[src/rtl/cpu_pkg.sv]
// Shared processor definitions for the multiply/divide sequencer.
package cpu_pkg;

  typedef enum logic [1:0] {
    MD_IDLE  = 2'd0,
    MD_START = 2'd1,
    MD_WAIT  = 2'd2,
    MD_WB    = 2'd3
  } md_state_t;

  typedef enum logic {
    MD_OP_MULT = 1'b0,
    MD_OP_DIV  = 1'b1
  } md_op_t;

  localparam int unsigned MD_TIMEOUT     = 40;
  localparam int unsigned MD_CNT_W       = 6;
  localparam logic [4:0]  MD_STATUS_REG  = 5'd30;
  localparam int unsigned MD_CODE_MULT   = 4;
  localparam int unsigned MD_CODE_DIV    = 5;

  // Status value written on exception, selected by the failing operation.
  function automatic logic [31:0] md_status_code(input md_op_t op,
                                                 input int unsigned code_mult,
                                                 input int unsigned code_div);
    return (op == MD_OP_DIV) ? code_div : code_mult;
  endfunction

endpackage

[src/rtl/md_timeout_counter.sv]
// Saturating cycle counter with synchronous clear and terminal-count flag.
module md_timeout_counter #(
  parameter int unsigned WIDTH    = 6,
  parameter int unsigned TERMINAL = 39
) (
  input  logic clock,
  input  logic reset,
  input  logic clear,
  input  logic enable,
  output logic tc
);

  logic [WIDTH-1:0] count_q;

  // Clear has priority; counting stops at all-ones instead of wrapping.
  always_ff @(posedge clock or negedge reset) begin
    if (!reset) begin
      count_q <= '0;
    end else if (clear) begin
      count_q <= '0;
    end else if (enable && (count_q != '1)) begin
      count_q <= count_q + 1'b1;
    end
  end

  // Terminal count is a pure decode of the current value.
  always_comb begin
    tc = (count_q == WIDTH'(TERMINAL));
  end

endmodule

[src/rtl/multdiv_sequencer.sv]
// Sequences one iterative mult/div operation from issue to register write-back.
module multdiv_sequencer
  import cpu_pkg::*;
#(
  parameter int unsigned TIMEOUT    = MD_TIMEOUT,
  parameter logic [4:0]  STATUS_REG = MD_STATUS_REG,
  parameter int unsigned CODE_MULT  = MD_CODE_MULT,
  parameter int unsigned CODE_DIV   = MD_CODE_DIV
) (
  input  logic        clock,
  input  logic        reset,
  input  logic        issue_valid,
  input  logic        issue_op,
  input  logic [4:0]  issue_rd,
  input  logic [31:0] issue_a,
  input  logic [31:0] issue_b,
  output logic        md_start_mult,
  output logic        md_start_div,
  output logic [31:0] md_a,
  output logic [31:0] md_b,
  input  logic        md_ready,
  input  logic [31:0] md_result,
  input  logic        md_exception,
  output logic        stall,
  output logic        busy,
  output logic        wb_req,
  output logic [4:0]  wb_reg,
  output logic [31:0] wb_data,
  input  logic        wb_grant
);

  md_state_t   state_q, state_d;
  md_op_t      op_q;
  logic [4:0]  rd_q;
  logic [31:0] a_q, b_q, result_q;
  logic        exc_q;
  logic        cnt_tc;
  logic        leave_wait;

  md_timeout_counter #(
    .WIDTH    (MD_CNT_W),
    .TERMINAL (TIMEOUT - 1)
  ) u_timeout (
    .clock  (clock),
    .reset  (reset),
    .clear  (state_q == MD_START),
    .enable (state_q == MD_WAIT),
    .tc     (cnt_tc)
  );

  // WAIT ends on a unit result or on timeout; md_ready takes precedence.
  always_comb begin
    leave_wait = (state_q == MD_WAIT) && (md_ready || cnt_tc);
  end

  // State register.
  always_ff @(posedge clock or negedge reset) begin
    if (!reset) begin
      state_q <= MD_IDLE;
    end else begin
      state_q <= state_d;
    end
  end

  // Operand, result and exception latches.
  always_ff @(posedge clock or negedge reset) begin
    if (!reset) begin
      op_q     <= MD_OP_MULT;
      rd_q     <= '0;
      a_q      <= '0;
      b_q      <= '0;
      result_q <= '0;
      exc_q    <= 1'b0;
    end else begin
      if ((state_q == MD_IDLE) && issue_valid) begin
        op_q <= md_op_t'(issue_op);
        rd_q <= issue_rd;
        a_q  <= issue_a;
        b_q  <= issue_b;
      end
      if (leave_wait) begin
        result_q <= md_result;
        exc_q    <= md_ready ? md_exception : 1'b1;
      end
    end
  end

  // Next-state and output decode.
  always_comb begin
    state_d       = state_q;
    md_start_mult = 1'b0;
    md_start_div  = 1'b0;
    wb_req        = 1'b0;
    wb_reg        = '0;
    wb_data       = '0;
    busy          = (state_q != MD_IDLE);
    stall         = issue_valid || busy;
    md_a          = a_q;
    md_b          = b_q;
    unique case (state_q)
      MD_IDLE: begin
        if (issue_valid) state_d = MD_START;
      end
      MD_START: begin
        md_start_mult = (op_q == MD_OP_MULT);
        md_start_div  = (op_q == MD_OP_DIV);
        state_d       = MD_WAIT;
      end
      MD_WAIT: begin
        // A clean result for r0 has nothing to write, so WB is bypassed.
        if (leave_wait) begin
          if (md_ready && !md_exception && (rd_q == '0)) state_d = MD_IDLE;
          else                                           state_d = MD_WB;
        end
      end
      MD_WB: begin
        wb_req  = 1'b1;
        wb_reg  = exc_q ? STATUS_REG : rd_q;
        wb_data = exc_q ? md_status_code(op_q, CODE_MULT, CODE_DIV) : result_q;
        if (wb_grant) state_d = MD_IDLE;
      end
    endcase
  end

endmodule

[config.mk]
export PLATFORM = sky130hd
export DESIGN_NAME = multdiv_sequencer
export DESIGN_NICKNAME = d
export VERILOG_FILES = /design/src/rtl/cpu_pkg.sv /design/src/rtl/md_timeout_counter.sv /design/src/rtl/multdiv_sequencer.sv
export SDC_FILE = /design/constraint.sdc
export NUM_CORES = 1
export LEC_CHECK = 0
export CORE_MARGIN = 4
export CORE_UTILIZATION = 41
export CTS_CLUSTER_SIZE = 10
export DETAILED_ROUTE_END_ITERATION = 8
export GPL_ROUTABILITY_DRIVEN = 0
export PLACE_DENSITY_LB_ADDON = 0.05
export SLEW_MARGIN = 10
export SYNTH_ARGS = -nofsm -noshare
export SYNTH_HDL_FRONTEND = slang
export SYNTH_SLANG_ARGS = --single-unit
[constraint.sdc]
create_clock -name clock -period 3.15 [get_ports clock]
set_clock_uncertainty 0.1 [all_clocks]
set_input_delay 0.63 -clock clock [delete_from_list [all_inputs] [get_ports clock]]
set_output_delay 0.63 -clock clock [all_outputs]
set_load 0.01 [all_outputs]
==> results of run 1 <==
-- flip-flops by register name, indices dropped and copies added, names as in the netlist --
register           count
md_b                  32
exc_q                  1
state_q                2
result_q              32
md_a                  32
u_timeout.count_q      6
op_q                   1
rd_q                   5
-- metrics by stage --
step,util (%),instances
5_1_grt,66.0,687
3_3_place_gp,63.2,672
6_report,66.0,687
3_5_place_dp,63.2,672
4_1_cts,66.0,687
2_1_floorplan,-,332
-- where the power goes --
group | switching [W] | internal [W]
Clock | 0.000491 | 0.000655
Combinational | 0.00106 | 0.00178
Sequential | 0.000411 | 0.00214
Total | 0.00196 | 0.00458
-- worst max-delay path by stage --
| stage | from | end | slack (ns) | cells after the start |
|---|---|---|---|---|
| detailed placement | issue_valid | stall | 0.51 | 3 |
| global placement | issue_valid | stall | 0.52 | 3 |
| global route | state_q[0]$_DFFE_PN0P_ | wb_data[25] | 0.05 | 5 |
| CTS | state_q[0]$_DFFE_PN0P_ | wb_data[17] | 0.21 | 5 |
| floorplan | u_timeout.count_q[0]$_DFFE_PN0P_ | result_q[10]$_DFFE_PN0P_ | 1.20 | 5 |
| finish | state_q[0]$_DFFE_PN0P_ | wb_data[17] | 0.24 | 5 |
-- layout by cell type, fill, tap and decap left out, types with 3 or more instances in the layout --
cell type          n
buf_4              6
clkbuf_16          9
and2_1            31
nor2_1            15
a221oi_1           3
mux2_2            99
clkdlybuf4s50_1  212
mux2_1             3
nand2_1           13
dfrtp_1          111
inv_1              5
and3_1             3
a41oi_1            4
-- cells by family after synthesis --
| kind of cell | after synthesis |
|---|---|
| DFF | 111 |
| muxes | 103 |
| and+or+nand+nor | 73 |
| buffers and inverters | 25 |
| AOI/OAI and AO/OA | 19 |
| adders and majority gates | 1 |
-- worst max-delay path, stage by stage, from the launching register on --
cell             delay [ns]
dfrtp_1                0.62
nand2_1                0.12
nor2_1                 0.11
buf_4                  0.27
and2_1                 0.16
clkdlybuf4s50_1        0.55
-- per-layer routing --
layer	vias up	share of wire, %	GRT usage [%]
met5	-	0	0
li1	1578	-	-
met4	0	0.89	5.86
met1	1682	39	21.7
met2	121	51	31.4
met3	8	9.9	7.66
-- final cells by class --
cell class / count / share of cell area (%)
Sequential cell: 111 / 38.5
Timing Repair Buffer: 220 / 30.6
Multi-Input combinational cell: 196 / 24.1
Clock inverter: 3 / 0.590
Tap cell: 140 / 2.43
Inverter: 5 / 0.260
Clock buffer: 12 / 3.56
==> Flow_metrics.wiki, run 1 <==
{| class="wikitable"
! Metric !! Value
|-
| Status || complete, no violations
|-
| First-pass GRT wire length || 19100 µm
|-
| Area Overhead vs Synth || 55.5%
|-
| Number of storage elements in the synthesis netlist || 111
|-
| Buffers inserted by post-CTS timing repair || 0
|-
| Static Leakage || 2.96 nW
|-
| WP data required || 2.42 ns
|-
| Final setup slack of the worst path || 0.236 ns
|-
| Endpoints failing hold || 0
|-
| Number of resized instances in the post-cts repair step || 0
|-
| Compound-Gate Fraction of Synth Area || 3.69%
|-
| Vias per cell || 4.93
|-
| Die Width || 114 µm
|-
| Share of the cycle needed by the critical path after routing || 92.5%
|-
| Number of iterations in the first detailed-routing pass || 4
|-
| Post-Synth XOR/XNOR Area || 0%
|-
| Fraction of final layout cells with drive strength greater than 1 || 22.9%
|-
| Placed instance area || 6920 µm²
|-
| Top cells by area in the synthesized netlist || dfrtp_1 60%, mux2_2 24%, and2_1 4.3%
|-
| Combined area of all synthesized cells || 4640 µm²
|-
| Power Total || 0.00654 W
|-
| Worst vdd ir || 474 µV
|-
| Hold-fix buffer count after cts || 0
|-
| Slew @ Worst Pin || 0.617 ns
|-
| Max-slew headroom at the worst pin || 58.8%
|-
| Remaining antenna violation count || 0
|-
| Average footprint of a synthesized cell || 14.0 µm²
|-
| Most frequent cells after synthesis || 111 x dfrtp_1, 99 x mux2_2, 32 x and2_1
|-
| Worst Setup Slack post-DPL || 0.514 ns
|-
| Startpoint-to-endpoint class of the critical path || reg2out
|-
| I/O pin total || 214
|-
| Number of distinct library cell variants in the gate-level netlist after synthesis || 32
|-
| Detailed router's first-iteration violation count || 127
|-
| Maximum count of clock buffers along a single path || 2
|-
| Critical Path Fanout Max || 31
|-
| Minimum hold slack || 0.0128 ns
|-
| Area share of and/or/nand/nor cells after synthesis || 8.47%
|-
| Cell with the most instances after synthesis || dfrtp_1
|-
| Port bufs || 213
|-
| Routed wirelength normalized by instance count || 17.3 µm
|-
| Register clock-pin slew on the reported worst setup and hold paths || 0.07 ns
|-
| Launching point of the worst reg2reg path || u_timeout.count_q[0]$_DFFE_PN0P_
|-
| Area taken by multi-input logic gates || 1740 µm²
|-
| Clock tree from TritonCTS || built
|-
| Number of instances in the synthesized netlist || 332
|-
| Number of nets at the end of the flow || 652
|-
| Number of cell rows || 38
|-
| CP Capture Type || primary output
|-
| Antenna violations before repair || 0
|-
| Post-route design area || 7210 µm²
|-
| Via count of the first global-routing pass || 3776
|-
| Final setup viols || 0
|-
| Overall Global Routing Usage || 18.6%
|-
| Area share of fa/ha/maj cells after synthesis || 0.270%
|-
| Setup TNS || 0 ns
|-
| Total power divided by cell area || 906 nW/µm²
|-
| Unrepaired setup endpoints after global routing || false
|-
| Arrival time at the worst endpoint || 2.18 ns
|-
| Maxcap violations || 0
|-
| Maximum level of the CTS H-tree || 3
|-
| Fin. max-slew vios || 0
|-
| Multiplexer share of the synthesized area || 25.0%
|-
| Height of the die || 114 µm
|-
| Capturing point of the worst reg2reg path || result_q[20]$_DFFE_PN0P_
|-
| Minimum period implied by the final worst setup slack || 2.91 ns
|-
| Number of flops mapped to enable cells by yosys || 0
|-
| Synth area leader || dfrtp_1
|-
| Clock root cell || clkbuf_16
|-
| Sequential cell area in the final layout || 2780 µm²
|-
| Kind of start point of the critical path || flip-flop
|-
| Fraction of registers with async set/reset || 100%
|-
| Clk sinks || 111
|-
| Num CTS Buffers || 9
|-
| FILL cells || 875
|-
| Main combinational cell family by area after synthesis || multiplexers
|-
| Most common flop cell mapped by yosys || dfrtp_1
|-
| Number of antenna diodes || 0
|-
| Overflow after GRT || 0
|-
| Number of cell instances on the worst register-to-register path || 5
|-
| Setup slack on the worst flop-to-flop path || 0.92 ns
|-
| Worst min path class || in2async
|-
| Total Die Area || 13100 µm²
|-
| FMAX || 343 MHz
|-
| Via total after detailed routing || 3389
|-
| Largest net degree at the start of global routing || 71
|-
| Post-detailed-route DRC marker count || 0
|-
| Detailed-route wire length || 11900 µm
|-
| Clock latency at the later pin of the worst-skew pair || 0.34 ns
|-
| HPWL after DPL || 8890 µm
|-
| Total number of yosys warnings || 0
|-
| Core Box Area || 10900 µm²
|-
| Post-Syn Nets || 441
|-
| Starting utilization of the core area || 42.4%
|-
| Share of the synthesized area in the top cell type || 59.9%
|-
| Post-synthesis sequential area ratio || 59.9%
|}
Power figures use the tool's default switching activity.
==> inputs of run 2 (changes only) <==
--- a/config.mk
+++ b/config.mk
@@ -5,8 +5,10 @@
 export SDC_FILE = /design/constraint.sdc
 export NUM_CORES = 1
 export LEC_CHECK = 0
+export CELL_PAD_IN_SITES_DETAIL_PLACEMENT = 1
+export CELL_PAD_IN_SITES_GLOBAL_PLACEMENT = 1
 export CORE_MARGIN = 4
-export CORE_UTILIZATION = 41
+export CORE_UTILIZATION = 34
 export CTS_CLUSTER_SIZE = 10
 export DETAILED_ROUTE_END_ITERATION = 8
 export GPL_ROUTABILITY_DRIVEN = 0
==> run 2 against run 1 <==
Core utilization shrank 11 points. Power grew 4.0%. Flip-flop and latch count is the same. Sequential share of layout area shrank 0.63 points. Clock power grew 16%. Sequential power is essentially flat. Final cell count grew 5.5%. Wire length grew 15%. Critical path type unchanged. Largest cell class unchanged.
==> Flow_metrics.wiki, run 2 (synthesis gave the netlist of run 1 again) <==
{| class="wikitable"
! Metric !! Value
|-
| Number of cell instances on the worst register-to-register path || 5 (unchanged)
|-
| Share of the cycle needed by the critical path after routing || 85.6% (-6.9 points)
|-
| Total buffers and inverters traversed by the critical path || 2 (unchanged)
|-
| Overflow after GRT || 0 (unchanged)
|-
| Number of nets at the end of the flow || 654 (+0.31%)
|-
| Number of iterations in the first detailed-routing pass || 4 (unchanged)
|-
| Finished Layout Cells || 725 (+5.5%)
|-
| Switching power summed over all nets || 0.00204 W (+3.9%)
|-
| Uppermost routed layer || met4
|-
| Post-detailed-route DRC marker count || 0 (unchanged)
|-
| CP Capture Type || primary output
|-
| Fraction of final layout cells with drive strength greater than 1 || 23.1% (+0.28 points)
|-
| Count of placed standard cells including taps || 710 (+5.7%)
|-
| Leading cell types in the layout, fill and taps excluded || 212 x clkdlybuf4s50_1, 111 x dfrtp_1, 99 x mux2_2
|-
| Number of resized instances in the post-cts repair step || 0 (unchanged)
|-
| HPWL after DPL || 10200 µm (+14%)
|-
| Clock tree from TritonCTS || built
|-
| Endpoints failing hold || 0 (unchanged)
|-
| Power Total || 0.00680 W (+4.0%)
|-
| Cells along the critical path || nor2_1 > buf_4 > and2_1 > clkdlybuf4s50_1
|-
| Port bufs || 213 (unchanged)
|-
| Area Overhead vs Synth || 58.1%
|-
| Status || complete, no violations
|-
| Overall Global Routing Usage || 18.1% (-0.57 points)
|-
| Remaining antenna violation count || 0 (unchanged)
|-
| Largest net degree at the start of global routing || 71 (unchanged)
|-
| Internal power || 0.00476 W (+4.0%)
|-
| Startpoint-to-endpoint class of the critical path || reg2out
|-
| Worst min path class || in2async
|-
| Minimum period implied by the final worst setup slack || 2.70 ns (-0.216 ns)
|-
| Share of total power in combinational logic || 43.3% (-0.2 points)
|-
| Largest delay share family, worst path || buffers and inverters
|-
| Maximum level of the CTS H-tree || 3 (unchanged)
|-
| Detailed-routed wire length on met3 || 1290 µm (+9.5%)
|-
| Routed wirelength normalized by instance count || 18.8 µm (+8.8%)
|-
| Clock latency at the later pin of the worst-skew pair || 0.35 ns (about the same)
|-
| Placed instance area || 6990 µm² (+1.0%)
|-
| Instance count on the critical path || 4 (-1)
|-
| Core Box Area || 13300 µm² (+22%)
|-
| Buffers inserted by post-CTS timing repair || 0 (unchanged)
|-
| Unrepaired setup endpoints after global routing || false
|-
| WP data required || 2.42 ns (about the same)
|-
| Fin. max-slew vios || 0 (unchanged)
|-
| Num CTS Buffers || 9 (unchanged)
|-
| Die Width || 125 µm (+9.1%)
|-
| Starting utilization of the core area || 34.9% (-7.5 points)
|-
| Cell with the biggest individual delay on the critical path || clkdlybuf4s50_1
|-
| Seq pwr share || 37.2% (-1.8 points)
|-
| Setup TNS || 0 ns (unchanged)
|-
| Hold-fix buffer count after cts || 0 (unchanged)
|-
| Height of the die || 125 µm (+9.1%)
|-
| Slowest stage delay, CP || 0.57 ns (-0.05 ns)
|-
| Clk sinks || 111 (unchanged)
|-
| Antenna violations before repair || 0 (unchanged)
|-
| Total power divided by cell area || 927 nW/µm² (+2.3%)
|-
| Detailed-route wire length || 13600 µm (+15%)
|-
| Met2 wirelength from detailed routing || 6940 µm (+15%)
|-
| Detailed router's first-iteration violation count || 135 (+6.3%)
|-
| Critical Path Fanout Max || 21 (-32%)
|-
| Via count of the first global-routing pass || 4037 (+6.9%)
|-
| Maxcap violations || 0 (unchanged)
|-
| Worst vdd ir || 404 µV (-15%)
|-
| Most frequent standard cell in the layout excluding fill and tap cells || clkdlybuf4s50_1
|-
| Arrival time at the worst endpoint || 1.97 ns (-0.21 ns)
|-
| Final setup viols || 0 (unchanged)
|-
| Clock root cell || clkbuf_16
|-
| Static Leakage || 3.00 nW (+1.4%)
|-
| Number of cell rows || 42 (+11%)
|-
| DRT met1 WL || 5160 µm (+13%)
|-
| I/O pin total || 214 (unchanged)
|-
| Register clock-pin slew on the reported worst setup and hold paths || 0.07 ns (about the same)
|-
| Number of antenna diodes || 0 (unchanged)
|-
| Minimum hold slack || 0.194 ns (+0.182 ns)
|-
| Max-slew headroom at the worst pin || 58.5% (-0.30 points)
|-
| Vias per cell || 4.79 (-2.9%)
|-
| Maximum count of clock buffers along a single path || 2 (unchanged)
|-
| Post-route design area || 7330 µm² (+1.7%)
|-
| Total Die Area || 15600 µm² (+19%)
|-
| Slew @ Worst Pin || 0.623 ns (+0.00580 ns)
|-
| Via total after detailed routing || 3473 (+2.5%)
|-
| First-pass GRT wire length || 22100 µm (+16%)
|-
| FMAX || 371 MHz (+8.0%)
|-
| Kind of start point of the critical path || flip-flop
|-
| Sw frac || 30.0% (about the same)
|-
| Share of total power in the clock network || 19.5% (+2.0 points)
|}
run 2: final cells by class:
type | instances | area, µm²
repair buffers | 222 | 2230
fillers | 1335 | 5960
clock inverters | 3 | 90.1
multi-input cells | 196 | 1740
inverters | 5 | 18.8
clock buffers | 12 | 256
well taps | 176 | 220
flip-flops and latches | 111 | 2780
run 2: layer usage:
layer	up-vias	global-route usage, %
li1	1580	-
met3	14	8.06
met2	119	30.4
met4	0	6.31
met1	1760	20.4
met5	-	0
run 2: through the flow:
stage,setup slack [ns],utilization [%]
6_report,0.453,55.2
3_5_place_dp,0.556,52.6
2_1_floorplan,1.20,-
5_1_grt,0.333,55.2
4_1_cts,0.424,55.2
3_3_place_gp,0.566,52.6
run 2: path summary, 6_finish.rpt:
kind | startpoint | end | slack, ns
max | exc_q$_DFFE_PN0P_ | wb_data[14] | 0.45
min | reset | u_timeout.count_q[0]$_DFFE_PN0P_ | 0.19
max reg2reg | u_timeout.count_q[0]$_DFFE_PN0P_ | result_q[12]$_DFFE_PN0P_ | 0.80
min reg2reg | result_q[7]$_DFFE_PN0P_ | result_q[7]$_DFFE_PN0P_ | 0.39
max in group asynchronous | reset | result_q[1]$_DFFE_PN0P_ | 2.01
min in group clock | result_q[7]$_DFFE_PN0P_ | result_q[7]$_DFFE_PN0P_ | 0.39
run 2: power by group through the flow:
stage | Clock (W) | Combinational (W) | Sequential, W
floorplan | 0 | 0.00125 | 0.00266
global placement | 0 | 0.00292 | 0.00251
detailed placement | 0 | 0.00299 | 0.00256
CTS | 0.00137 | 0.00300 | 0.00254
global route | 0.00143 | 0.00317 | 0.00264
finish | 0.00133 | 0.00294 | 0.00253
==> inputs of run 3 (changes only) <==
--- a/config.mk
+++ b/config.mk
@@ -8,7 +8,7 @@
 export CELL_PAD_IN_SITES_DETAIL_PLACEMENT = 1
 export CELL_PAD_IN_SITES_GLOBAL_PLACEMENT = 1
 export CORE_MARGIN = 4
-export CORE_UTILIZATION = 34
+export CORE_UTILIZATION = 32
 export CTS_CLUSTER_SIZE = 10
 export DETAILED_ROUTE_END_ITERATION = 8
 export GPL_ROUTABILITY_DRIVEN = 0
==> constraint.sdc (replaced) <==
create_clock -name clock -period 2.8 [get_ports clock]
set_clock_uncertainty 0.1 [all_clocks]
set_input_delay 0.56 -clock clock [delete_from_list [all_inputs] [get_ports clock]]
set_output_delay 0.56 -clock clock [all_outputs]
set_load 0.01 [all_outputs]
==> run 3 against run 2 <==
Wire length rose by 1.4%. Clock-buffer cell count fell by 1. Combinational power rose by 13%. Setup slack got worse by 0.25 ns. Hold slack got worse by 0.038 ns. Die area rose by 5.8%. Non-clock buffer count did not move. Clock power rose by 5%. Via count did not move. Largest cell class unchanged.
==> Flow_metrics.wiki, run 3 (synthesis gave the netlist of run 1 again) <==
{| class="wikitable"
! Metric !! Value
|-
| Worst vdd ir || 468 µV (+16%)
|-
| Height of the die || 128 µm (+2.9%)
|-
| Port bufs || 213 (unchanged)
|-
| Vias per cell || 4.76 (-0.55%)
|-
| Post-detailed-route DRC marker count || 0 (unchanged)
|-
| Sw frac || 30.7% (+0.72 points)
|-
| Num CTS Buffers || 9 (unchanged)
|-
| Number of cell rows || 43 (+2.4%)
|-
| Startpoint-to-endpoint class of the critical path || reg2out
|-
| Kind of start point of the critical path || flip-flop
|-
| Clock root cell || clkbuf_16
|-
| Clk sinks || 111 (unchanged)
|-
| Number of nets at the end of the flow || 654 (unchanged)
|-
| Static Leakage || 2.98 nW (-0.47%)
|-
| Antenna violations before repair || 1 (+1)
|-
| Number of antenna diodes || 0 (unchanged)
|-
| HPWL after DPL || 10400 µm (+2.5%)
|-
| Maxcap violations || 0 (unchanged)
|-
| Sequential cell area in the final layout || 2780 µm² (unchanged)
|-
| Detailed router's first-iteration violation count || 107 (-21%)
|-
| I/O pin total || 214 (unchanged)
|-
| Cell with the biggest individual delay on the critical path || clkdlybuf4s50_1
|-
| Worst min path class || in2async
|-
| Clock latency at the later pin of the worst-skew pair || 0.35 ns (about the same)
|-
| Via count of the first global-routing pass || 3997 (-0.99%)
|-
| Final setup viols || 0 (unchanged)
|-
| Cells along the critical path || nand2_2 > nor2_2 > buf_4 > and2_1 > clkdlybuf4s50_1
|-
| Total power divided by cell area || 1040 nW/µm² (+12%)
|-
| Remaining antenna violation count || 0 (unchanged)
|-
| Die Width || 128 µm (+2.9%)
|-
| Fin. max-slew vios || 0 (unchanged)
|-
| Number of iterations in the first detailed-routing pass || 4 (unchanged)
|-
| Setup TNS || 0 ns (unchanged)
|-
| Overflow after GRT || 0 (unchanged)
|-
| CP Capture Type || primary output
|-
| Area taken by multi-input logic gates || 1740 µm² (+0.29%)
|-
| Buffers inserted by post-CTS timing repair || 0 (unchanged)
|-
| Hold-fix buffer count after cts || 0 (unchanged)
|-
| Uppermost routed layer || met5
|-
| Switching power summed over all nets || 0.00232 W (+14%)
|-
| Maximum level of the CTS H-tree || 3 (unchanged)
|-
| Detailed-routed wire length on met3 || 1150 µm (-11%)
|-
| Leading cell types in the layout, fill and taps excluded || 212 x clkdlybuf4s50_1, 111 x dfrtp_1, 99 x mux2_2
|-
| Clock tree from TritonCTS || built
|-
| Unrepaired setup endpoints after global routing || false
|-
| Area Overhead vs Synth || 57.7%
|-
| Slew @ Worst Pin || 0.635 ns (+0.0122 ns)
|-
| Most frequent standard cell in the layout excluding fill and tap cells || clkdlybuf4s50_1
|-
| Placed instance area || 7000 µm² (+0.11%)
|-
| FMAX || 386 MHz
|-
| Status || complete, no violations
|-
| Slowest stage delay, CP || 0.55 ns (-0.02 ns)
|-
| Post-route design area || 7320 µm² (-0.22%)
|-
| Starting utilization of the core area || 33.0% (-1.9 points)
|-
| Number of cell instances on the worst register-to-register path || 5 (unchanged)
|-
| Share of the cycle needed by the critical path after routing || 92.6%
|-
| Fraction of final layout cells with drive strength greater than 1 || 23.5% (+0.36 points)
|-
| First-pass GRT wire length || 21800 µm (-1.3%)
|-
| FILL cells || 1414 (+5.9%)
|-
| Maximum count of clock buffers along a single path || 2 (unchanged)
|-
| Register clock-pin slew on the reported worst setup and hold paths || 0.07 ns (about the same)
|-
| Routed wirelength normalized by instance count || 18.9 µm (+0.81%)
|-
| Share of total power in combinational logic || 43.7% (+0.4 points)
|-
| Minimum period implied by the final worst setup slack || 2.59 ns
|-
| Endpoints failing hold || 0 (unchanged)
|-
| Core Box Area || 14000 µm² (+5.6%)
|-
| Largest net degree at the start of global routing || 112 (+58%)
|-
| Seq pwr share || 37.8% (+0.6 points)
|-
| Via total after detailed routing || 3473 (unchanged)
|-
| Internal power || 0.00525 W (+10%)
|-
| Total Die Area || 16500 µm² (+5.8%)
|-
| Met2 wirelength from detailed routing || 7160 µm (+3.2%)
|-
| WP data required || 2.14 ns (-0.28 ns)
|-
| Max-slew headroom at the worst pin || 57.6% (-0.90 points)
|-
| Critical Path Fanout Max || 21 (unchanged)
|-
| DRT met1 WL || 5180 µm (+0.45%)
|-
| Overall Global Routing Usage || 17.2% (-0.84 points)
|-
| Arrival time at the worst endpoint || 1.93 ns (-0.04 ns)
|-
| Share of total power in the clock network || 18.5% (-1.0 points)
|-
| Detailed-route wire length || 13800 µm (+1.4%)
|}
-- run 3: power by group through the flow --
stage	logic, W	registers, W	clock network (W)
after floorplan	0.00141	0.00300	0
after global placement	0.00328	0.00284	0
after detailed placement	0.00336	0.00289	0
after CTS	0.00338	0.00287	0.00146
after global routing	0.00357	0.00298	0.00151
final	0.00331	0.00287	0.00140
-- run 3: routing by layer --
layer | global-route usage [%] | vias to the layer above
met1 | 19.3 | 1749
li1 | - | 1576
met5 | 0 | -
met4 | 6.80 | 2
met3 | 6.52 | 22
met2 | 29.7 | 124
-- run 3: critical path, delay by kind of cell, from the launching register on --
family                 cells  cell delay [ns]
buffers and inverters      2             0.77
flip-flops                 1             0.38
AND/OR/NAND/NOR            3             0.43
-- run 3: stage by stage --
step	total power, W	instances	worst slack (ns)	hold slack [ns]	util [%]
final	0.00758	729	0.207	0.157	52.1
after global routing	0.00806	729	0.0648	0.232	52.1
after CTS	0.00772	729	0.0996	0.215	52.1
after detailed placement	0.00625	714	0.349	0.386	49.8
after global placement	0.00613	714	0.354	0.369	49.8
after floorplan	0.00441	332	0.851	0.164	-
-- run 3: timing repair --
action,CTS,global route
gates resized for setup,0,1
endpoints found under the hold margin,0,0
endpoints found under the setup margin,0,21
-- run 3: path summary, 6_finish.rpt --
check / from / end / slack [ns]
max: state_q[1]$_DFFE_PN0P_ / wb_data[16] / 0.21
min: reset / result_q[30]$_DFFE_PN0P_ / 0.16
max reg2reg: u_timeout.count_q[0]$_DFFE_PN0P_ / result_q[3]$_DFFE_PN0P_ / 0.57
min reg2reg: result_q[30]$_DFFE_PN0P_ / result_q[30]$_DFFE_PN0P_ / 0.40
max in group asynchronous: reset / md_a[13]$_DFFE_PN0P_ / 1.95
min in group clock: result_q[30]$_DFFE_PN0P_ / result_q[30]$_DFFE_PN0P_ / 0.40
-- run 3: cell type report --
type / count / share of cell area (%)
Clock inverter: 4 / 1.06
Multi-Input combinational cell: 196 / 23.8
Inverter: 5 / 0.256
Clock buffer: 11 / 3.32
Sequential cell: 111 / 38.0
Tap cell: 180 / 3.08
Timing Repair Buffer: 222 / 30.5
